<file path="src/rtl/vga_timing.sv">
// VGA raster timing generator: scan counters, sync windows and a registered colour/sync output stage.
// Latency: colour and sync appear 1 clk after curr_x/curr_y present the coordinate. No backpressure: free-running.
// Optional VGA_FRAME_TICK_EN compiles in a one-cycle frame_tick at the start of vertical blanking.
module vga_timing #(
    parameter int   H_ACTIVE = 1440,
    parameter int   H_FP     = 80,
    parameter int   H_SYNC   = 152,
    parameter int   H_BP     = 232,
    parameter int   V_ACTIVE = 900,
    parameter int   V_FP     = 3,
    parameter int   V_SYNC   = 6,
    parameter int   V_BP     = 25,
    parameter logic HS_POL   = 1'b0,
    parameter logic VS_POL   = 1'b1
) (
    input  logic        clk,
    input  logic        rst,
    output logic [10:0] curr_x,
    output logic [10:0] curr_y,
    input  logic [3:0]  draw_r,
    input  logic [3:0]  draw_g,
    input  logic [3:0]  draw_b,
    output logic [3:0]  vga_r,
    output logic [3:0]  vga_g,
    output logic [3:0]  vga_b,
    output logic        vga_hs,
    output logic        vga_vs,
    output logic        frame_tick
);

    localparam logic [10:0] H_ACT  = 11'(H_ACTIVE);
    localparam logic [10:0] H_HS0  = 11'(H_ACTIVE + H_FP);
    localparam logic [10:0] H_HS1  = 11'(H_ACTIVE + H_FP + H_SYNC);
    localparam logic [10:0] H_LAST = 11'(H_ACTIVE + H_FP + H_SYNC + H_BP - 1);
    localparam logic [10:0] V_ACT  = 11'(V_ACTIVE);
    localparam logic [10:0] V_VS0  = 11'(V_ACTIVE + V_FP);
    localparam logic [10:0] V_VS1  = 11'(V_ACTIVE + V_FP + V_SYNC);
    localparam logic [10:0] V_LAST = 11'(V_ACTIVE + V_FP + V_SYNC + V_BP - 1);

    logic [10:0] hc_q, hc_d;
    logic [10:0] vc_q, vc_d;
    logic [3:0]  vga_r_q, vga_r_d;
    logic [3:0]  vga_g_q, vga_g_d;
    logic [3:0]  vga_b_q, vga_b_d;
    logic        vga_hs_q, vga_hs_d;
    logic        vga_vs_q, vga_vs_d;
    logic        h_wrap, active, hs_win, vs_win;

    always_comb begin
        h_wrap = (hc_q == H_LAST);
        hc_d   = h_wrap ? 11'd0 : hc_q + 11'd1;
        vc_d   = vc_q;
        // vertical counter only moves (and only wraps) on a line wrap
        if (h_wrap) begin
            vc_d = (vc_q == V_LAST) ? 11'd0 : vc_q + 11'd1;
        end

        active = (hc_q < H_ACT) && (vc_q < V_ACT);
        hs_win = (hc_q >= H_HS0) && (hc_q < H_HS1);
        vs_win = (vc_q >= V_VS0) && (vc_q < V_VS1);

        vga_r_d  = active ? draw_r : 4'd0;
        vga_g_d  = active ? draw_g : 4'd0;
        vga_b_d  = active ? draw_b : 4'd0;
        vga_hs_d = hs_win ? HS_POL : ~HS_POL;
        vga_vs_d = vs_win ? VS_POL : ~VS_POL;
    end

    always_ff @(posedge clk or negedge rst) begin
        if (!rst) begin
            hc_q     <= 11'd0;
            vc_q     <= 11'd0;
            vga_r_q  <= 4'd0;
            vga_g_q  <= 4'd0;
            vga_b_q  <= 4'd0;
            vga_hs_q <= ~HS_POL;
            vga_vs_q <= ~VS_POL;
        end else begin
            hc_q     <= hc_d;
            vc_q     <= vc_d;
            vga_r_q  <= vga_r_d;
            vga_g_q  <= vga_g_d;
            vga_b_q  <= vga_b_d;
            vga_hs_q <= vga_hs_d;
            vga_vs_q <= vga_vs_d;
        end
    end

    assign curr_x = hc_q;
    assign curr_y = vc_q;
    assign vga_r  = vga_r_q;
    assign vga_g  = vga_g_q;
    assign vga_b  = vga_b_q;
    assign vga_hs = vga_hs_q;
    assign vga_vs = vga_vs_q;

`ifdef VGA_FRAME_TICK_EN
    logic frame_tick_q, frame_tick_d;

    // pulse lands in the same output stage as the colour for (0, V_ACTIVE)
    always_comb begin
        frame_tick_d = (hc_q == 11'd0) && (vc_q == V_ACT);
    end

    always_ff @(posedge clk or negedge rst) begin
        if (!rst) begin
            frame_tick_q <= 1'b0;
        end else begin
            frame_tick_q <= frame_tick_d;
        end
    end

    assign frame_tick = frame_tick_q;
`else
    assign frame_tick = 1'b0;
`endif

endmodule

</file>
<file path="config.mk">
export PLATFORM = sky130hd
export DESIGN_NAME = vga_timing
export DESIGN_NICKNAME = d
export VERILOG_FILES = /design/src/rtl/vga_timing.sv
export SDC_FILE = /design/constraint.sdc
export NUM_CORES = 1
export LEC_CHECK = 0
export CORE_UTILIZATION = 29
export CTS_BUF_LIST = sky130_fd_sc_hd__clkbuf_8
export CTS_CLUSTER_DIAMETER = 60
export DETAILED_ROUTE_END_ITERATION = 8
export PLACE_DENSITY = 0.51
export SYNTH_ARGS = -nofsm -noshare
export SYNTH_HDL_FRONTEND = slang
export SYNTH_SLANG_ARGS = --single-unit
</file>
<file path="constraint.sdc">
create_clock -name clk -period 2.21 [get_ports clk]
set_clock_uncertainty 0.2 [all_clocks]
set_input_delay 0.442 -clock clk [delete_from_list [all_inputs] [get_ports clk]]
set_output_delay 0.442 -clock clk [all_outputs]
set_load 0.02 [all_outputs]
</file>
# Yosys cells after proc, flatten, opt, wreduce, memory -nomap -nowiden
# Index checks and enable logic that the tools add are counted.
# word_totals
input_bits,14
register_bits,36
# op_classes
n_addsub,2
n_eq_ne,2
muxes,7
reduce_logical,3
n_lt_le_gt_ge,6
# ops
op,count
"adder 11 x 1 -> 11 bit, second input constant",2
"less-than comparator 11 x 10 -> 1 bit, second input constant",2
"less-than comparator 11 bit, second input constant",2
2-to-1 mux 11 bit,2
2-to-1 mux 4 bit,3
"== test 11 x 10 -> 1 bit, second input constant",1
"== test 11 bit, second input constant",1
"greater-or-equal comparator 11 x 10 -> 1 bit, second input constant",1
"greater-or-equal comparator 11 bit, second input constant",1
logical AND 1 bit,3
2-to-1 mux 1 bit,2

# Depth between registers and ports, before layout
# Gate-level depths: netlist (run 1).
# logic_depth
depth_word,3
mapped_depth,7
mapped_depth_nobuf,6

# Worst setup path after synthesis (run 1)
# OpenSTA, ideal clock, no wires.
# synth_path
kind,register to register
start,register hc_q[0] (netlist: curr_x[0])
end,register vc_q[9] (netlist: curr_y[9])
required_time_ns,1.933
path_stages_with_launch,7
setup_slack_ns,0.233
arrival_time_ns,1.700
path_buffers,1
setup_time_ns,0.077
path_cell_list,dfrtp_1 ha_1 and3_1 buf_4 nand3_1 or4_1 a21oi_1
# synth_between
elab_chain_cells,1
# synth_rtl
item,line,text
from (decl),40,"logic [10:0] hc_q, hc_d;"
from (signal assigned),71,hc_q <= 11'd0;
from (signal assigned),79,hc_q <= hc_d;
== test 11 bit,50,h_wrap = (hc_q == H_LAST);
to (signal assigned),80,vc_q <= vc_d;
to (decl),41,"logic [10:0] vc_q, vc_d;"
# No other way between the ends.
# A chain may end at the register's enable or synchronous reset.

# Final worst setup path (run 1)
# layout_path
start,register hc_q[4] (netlist: curr_x[4])
end,output curr_x[4]
# layout_lines
item,line,text
to (decl),18,"output logic [10:0] curr_x,"
# No word-level cell between the ends.

==> impl_metrics.env, run 1 <==
export IMPL_status="finished clean"
export IMPL_crit_family="buffers and inverters"
export IMPL_hold_viol_final=0
export IMPL_synth_edf_count=0
export IMPL_stdcell_area_sq_mm=0.00230
export IMPL_firstDrtPassIters=4
export IMPL_crit_chain="clkdlybuf4s50_1"
export IMPL_synthFlopType="dfrtp_1"
export IMPL_hold_class="reg -> reg"
export IMPL_final_max_slew_violation_count=0
export IMPL_rsz0062_at_grt="no"
export IMPL_die_h_um=77.4
export IMPL_drt_wl_total_um=4000
export IMPL_fin_tns_setup_ns=0
export IMPL_wl_per_cell_um=14.2
export IMPL_switchingPower_uw=278
export IMPL_power_density_mw_per_mm2=540
export IMPL_grt_pass1_wl_um=6880
export IMPL_fmax_mhz=468
export IMPL_syn_inst=158
export IMPL_worst_path_buf_inv=1
export IMPL_start_kind="register"
export IMPL_place_hpwl_um=2820
export IMPL_grt_pass1_vias=1447
export IMPL_clk_pin_slew_ns=0.08
export IMPL_ant_nets=0
export IMPL_antenna_found_initial=0
export IMPL_cts_tree="built"
export IMPL_synthTopCellsByArea="dfrtp_1 (53%), and2_1 (4.9%), nand3_1 (3.9%)"
export IMPL_drc=0
export IMPL_p_comb_share_pct=6.6
export IMPL_ys_async_sr_fraction_pct=100
export IMPL_crit_path_max_fanout=10
export IMPL_period_minus_slack_ns=2.13
export IMPL_clk_latency_ns=0.29
export IMPL_clock_root_buffer="clkbuf_8"
export IMPL_seqPwrFrac_pct=54.2
export IMPL_yosysTopAreaCellShare_pct=53.1
export IMPL_path_class="reg -> out"
export IMPL_intPower_uw=963
export IMPL_placed_area_sq_mm=0.00221
export IMPL_synth_cell_types=37
export IMPL_max_cap_violations=0
export IMPL_syn_mean_instance_area_sq_um=10.4
export IMPL_yosysTopAreaCell="dfrtp_1"
export IMPL_cts_inserted_buffers=5
export IMPL_fin_nets=226
export IMPL_finalWeightedCongestion=0.799
export IMPL_io_pins=51
export IMPL_dr_first_iter_drc_count=69
export IMPL_ys_ff_latch=36
export IMPL_avgViaCountPerCell=4.82
export IMPL_vdd_drop_max_uv=323
export IMPL_setup_viol_count_final=0
export IMPL_start_util_pct=29.9
export IMPL_grt_start_max_net_pins=37
export IMPL_post_cts_buffers=0
export IMPL_grt_overflow=0
export IMPL_critPathRequiredTime_ns=1.57
export IMPL_die_area_sq_mm=0.00599
export IMPL_slowest_delay_ns=0.67
export IMPL_ys_warn_count=0
export IMPL_sw_frac_of_total_pct=22.4
export IMPL_setup_ws_ns=0.0752
export IMPL_postCtsHoldBufs=0
export IMPL_die_w_um=77.4
export IMPL_worstSetupEndpointType="output port"
export IMPL_numPortBuffers=49
export IMPL_area_delta_synth_final_pct=39.5
export IMPL_worst_hold_slack_ns=0.318
export IMPL_netlist_area_sq_mm=0.00165
export IMPL_p_leak_nw=0.941
export IMPL_cts_sinks=36
export IMPL_yosysSeqAreaShare_pct=54.7
export IMPL_htreeDepth=2
export IMPL_syn_nets=175
export IMPL_cts_resized=0
export IMPL_core_sq_mm=0.00551
export IMPL_floorplan_rows=27
export IMPL_drive_gt1_share_pct=7.14
export IMPL_fin_util_pct=41.8
export IMPL_n_antenna_cell=0
export IMPL_vias=1359
export IMPL_post_route_period_util_pct=96.6
export IMPL_cp_slowest_cell="clkdlybuf4s50_1"
export IMPL_clockPowerShare_pct=39.1
export IMPL_arrival_ns=1.49
export IMPL_pre_cts_slack_ns=0.190
export IMPL_grtUsageTotal_pct=14.6
export IMPL_cts_buffer_depth=2
placed cells by master (no fill, tap or decap), types with 3 or more instances in the layout:
master	synthesis	layout
dfrtp_1	35	35
xor2_1	5	5
nor2_1	10	10
a21oi_1	9	9
inv_1	3	3
and2_1	13	13
ha_1	3	3
xnor2_1	3	3
and4_1	4	4
o21ai_0	7	7
clkbuf_8	0	6
nand4_1	6	6
nand3_1	13	13
nand2_1	9	9
clkdlybuf4s50_1	0	49
buf_4	2	4
metal layers:
metal / wire length, um / share of wire [%] / GRT usage [%]
met3: 320 / 8.0 / 5.76
met4: 31 / 0.78 / 5.66
met2: 1850 / 46 / 22.5
met5: 0 / 0 / 0
met1: 1790 / 45 / 18.5
worst register-to-register path, delay by kind of cell, from the launching register on:
| family | cells | cell delay [ns] |
|---|---|---|
| AND/OR/NAND/NOR | 3 | 0.82 |
| flip-flops | 1 | 0.48 |
| adder cells (fa/ha/maj) | 1 | 0.28 |
| AO/OA/AOI/OAI | 1 | 0.16 |
final cells by class:
type	instances	area, sq um
Inverter	3	11.3
Sequential cell	36	902
Multi-Input combinational cell	110	683
Clock buffer	6	82.6
Timing Repair Buffer	53	520
Fill cell	538	3210
Clock inverter	2	10.0
Tap cell	72	90.1
final timing paths:
kind,depth (start not counted),slack [ns],start,to
min,1,0.32,curr_x[0],curr_x[0]
min in group asynchronous,2,0.37,rst,curr_x[6]
max reg2reg,5,0.21,curr_y[0],curr_y[8]
max in group asynchronous,2,1.10,rst,vga_hs
max,1,0.08,curr_x[4],curr_x[4]
min reg2reg,1,0.32,curr_x[0],curr_x[0]
kinds of logic after synthesis:
| kind of cell | share of synthesized area [%] |
|---|---|
| other | 0.227 |
| and+or+nand+nor | 24.7 |
| AOI/OAI and AO/OA | 9.26 |
| xor gates and xnor gates | 4.25 |
| buffers and inverters | 3.95 |
| adders and majority gates | 2.28 |
| DFF | 54.7 |
| muxes | 0.683 |
through the flow:
step           cells  power, mW
6_report         282       1.24
5_1_grt          282       1.29
4_1_cts          282       1.27
3_5_place_dp     274      0.770
3_3_place_gp     274      0.769
2_1_floorplan    158      0.710
registers in the layout, summed over array words and instances, names as in the netlist:
name and cells:
vga_g 4, curr_y 11, vga_hs 1, curr_x 11, vga_vs 1, vga_r 4, vga_b 4
power by group through the flow:
| stage | logic, mW | clock network (mW) | registers (mW) |
|---|---|---|---|
| 2_1_floorplan | 0.00983 | 0 | 0.700 |
| 3_3_place_gp | 0.0840 | 0 | 0.685 |
| 3_5_place_dp | 0.0849 | 0 | 0.685 |
| 4_1_cts | 0.0851 | 0.508 | 0.673 |
| 5_1_grt | 0.0906 | 0.530 | 0.673 |
| 6_report | 0.0823 | 0.486 | 0.673 |
cells in the mapped netlist, drive strengths merged (2+ instances only):
library cell  instances
dfrtp                35
and2                 13
nand3                13
nor2                 10
a21oi                 9
nand2                 9
buf                   7
o21ai                 7
nand4                 6
xor2                  5
and4                  4
ha                    3
inv                   3
xnor2                 3
and3                  2
and4b                 2
clkbuf                2
nand2b                2
nor3                  2
o211ai                2
o22ai                 2
o31ai                 2
or3                   2
or4                   2
Note: power is estimated with default switching activity, not from simulation.
==> run 2: changes to the inputs <==
- GPL_ROUTABILITY_DRIVEN: unset -> 0
- PLACE_DENSITY: 0.51 -> 0.53
- clock period: 2.21 -> 1.9 ns (I/O delays scaled with it)
==> run 2 against run 1 <==
Final cell count is 6.0% higher. Non-clock buffer count grew 17. Critical endpoint is now curr_y[10]. Largest cell class unchanged. Global-route usage down 0.40 points. First-iteration DRC count shrank 1.4%. Die area did not move. Count of clock-buffer cells in the layout fell by 1. Sequential cell count unchanged.
==> impl_metrics.env, run 2 (synthesis gave the netlist of run 1 again) <==
export IMPL_grt_start_max_net_pins=16
export IMPL_place_hpwl_um=2870
export IMPL_die_area_sq_mm=0.00599
export IMPL_intPower_mw=1.22
export IMPL_clk_latency_ns=0.28
export IMPL_sw_frac_of_total_pct=20.9
export IMPL_vdd_drop_max_uv=345
export IMPL_htreeDepth=2
export IMPL_wl_per_cell_um=13.0
export IMPL_arrival_ns=1.26
export IMPL_floorplan_rows=27
export IMPL_vias=1405
export IMPL_crit_path_max_fanout=3
export IMPL_hold_class="in -> async"
export IMPL_grt_pass1_vias=1366
export IMPL_pre_cts_slack_ns=0.0329
export IMPL_io_pins=51
export IMPL_worst_path_buf_inv=1
export IMPL_p_comb_share_pct=6.3
export IMPL_dp_cells=288
export IMPL_ant_nets=0
export IMPL_final_max_slew_violation_count=0
export IMPL_drc=0
export IMPL_worstSetupStartpoint="curr_y[10]"
export IMPL_status="finished clean"
export IMPL_firstDrtPassIters=4
export IMPL_n_antenna_cell=0
export IMPL_clock_root_buffer="clkbuf_8"
export IMPL_cp_depth=1
export IMPL_cts_buffer_depth=2
export IMPL_max_cap_violations=0
export IMPL_period_minus_slack_ns=1.84
export IMPL_drt_wl_total_um=3890
export IMPL_antenna_found_initial=0
export IMPL_setup_ws_ns=0.0638
export IMPL_core_sq_mm=0.00551
export IMPL_power_density_mw_per_mm2=630
export IMPL_worstSetupEndpointType="output port"
export IMPL_fin_nets=243
export IMPL_cts_tree="built"
export IMPL_p_leak_nw=1.15
export IMPL_placed_area_sq_mm=0.00231
export IMPL_path_class="reg -> out"
export IMPL_clk_pin_slew_ns=0.07
export IMPL_r2r_end="curr_y[9]"
export IMPL_layout_commonest_cell="dfrtp_1"
export IMPL_start_kind="register"
export IMPL_cp_slowest_cell="clkdlybuf4s50_1"
export IMPL_area_delta_synth_final_pct=48.0
export IMPL_setup_viol_count_final=0
export IMPL_grt_overflow=0
export IMPL_clockPowerShare_pct=42.9
export IMPL_crit_chain="clkdlybuf4s50_1"
export IMPL_crit_family="buffers and inverters"
export IMPL_fmax_mhz=545
export IMPL_cts_sinks=36
export IMPL_reg2regPathDepth=5
export IMPL_die_w_um=77.4
export IMPL_drive_gt1_share_pct=15.9
export IMPL_critPathCapture="curr_y[10]"
export IMPL_hold_viol_final=0
export IMPL_numPortBuffers=49
export IMPL_critPathRequiredTime_ns=1.32
export IMPL_grtUsageTotal_pct=14.2
export IMPL_switchingPower_uw=322
export IMPL_r2r_slack_ns=0.09
export IMPL_r2r_start="curr_x[1]"
export IMPL_post_route_period_util_pct=96.6
export IMPL_stdcell_area_sq_mm=0.00244
export IMPL_fin_tns_setup_ns=0
export IMPL_start_util_pct=29.9
export IMPL_die_h_um=77.4
export IMPL_avgViaCountPerCell=4.70
export IMPL_rsz0062_at_grt="yes"
export IMPL_seqPwrFrac_pct=50.8
export IMPL_mostFrequentLayoutCells="dfrtp_1 (29), clkdlybuf4s50_1 (26), dlygate4sd2_1 (19), buf_4 (19)"
export IMPL_slowest_delay_ns=0.61
export IMPL_dr_first_iter_drc_count=68
export IMPL_grt_pass1_wl_um=6590
export IMPL_worst_hold_slack_ns=0.326
export IMPL_cts_inserted_buffers=5
export IMPL_final_cells=299
==> run 2: changes by cell type in the layout (fill, tap and decap cells not counted), sizes merged <==
cell	change
dlygate4sd2	+19
buf	+16
clkinv	-1
inv	+1
dlygate4sd3	+1
bufinv	+1
clkdlybuf4s50	-23
dlymetal6s2s	+4
clkbuf	-1
==> run 2: routing by layer <==
layer / vias up / global-route usage [%] / routed length, um
met1: 667 / 19.1 / 1900
met3: 5 / 5.29 / 233
met2: 38 / 21.4 / 1720
li1: 695 / - / -
met5: - / 0 / 0
met4: 0 / 3.96 / 39
==> run 2: power by group through the flow <==
stage          clock network (mW)  registers (mW)  logic, mW
3_5_place_dp                    0           0.797     0.0984
2_1_floorplan                   0           0.814     0.0114
6_report                    0.659           0.782     0.0971
4_1_cts                     0.684           0.782     0.0999
3_3_place_gp                    0           0.797     0.0985
5_1_grt                     0.721           0.783      0.106
==> run 2: how the worst min path moves through the flow <==
| stage | from | end | slack [ns] | cells after the start |
|---|---|---|---|---|
| final | rst | curr_y[7] | 0.33 | 2 |
| after global routing | rst | curr_x[2] | 0.35 | 2 |
| after CTS | rst | curr_y[7] | 0.33 | 2 |
| after detailed placement | rst | curr_y[7] | 0.10 | 1 |
| after global placement | rst | curr_y[7] | 0.11 | 1 |
| after floorplan | rst | curr_x[0] | -0.12 | 0 |
==> run 2: repair_timing <==
item	4_1_cts	5_1_grt
pin swaps	0	0
resized for setup	19	7
hold buffers	1	0
endpoints found under the setup margin	19	7
buffers inserted	0	2
hold endpoints to repair	13	0
==> run 2: final cells by class <==
type | count | area (sq um)
Clock buffer | 5 | 68.8
Clock inverter | 3 | 38.8
Fill cell | 526 | 3070
Inverter | 3 | 11.3
Multi-Input combinational cell | 110 | 687
Sequential cell | 36 | 910
Tap cell | 72 | 90.1
Timing Repair Buffer | 70 | 634
==> run 2: metrics by stage <==
stage                     utilization [%]  power (mW)
after floorplan                         -       0.826
after global placement               42.0       0.895
after detailed placement             42.0       0.895
after CTS                            43.7        1.57
after global routing                 44.3        1.61
final                                44.3        1.54
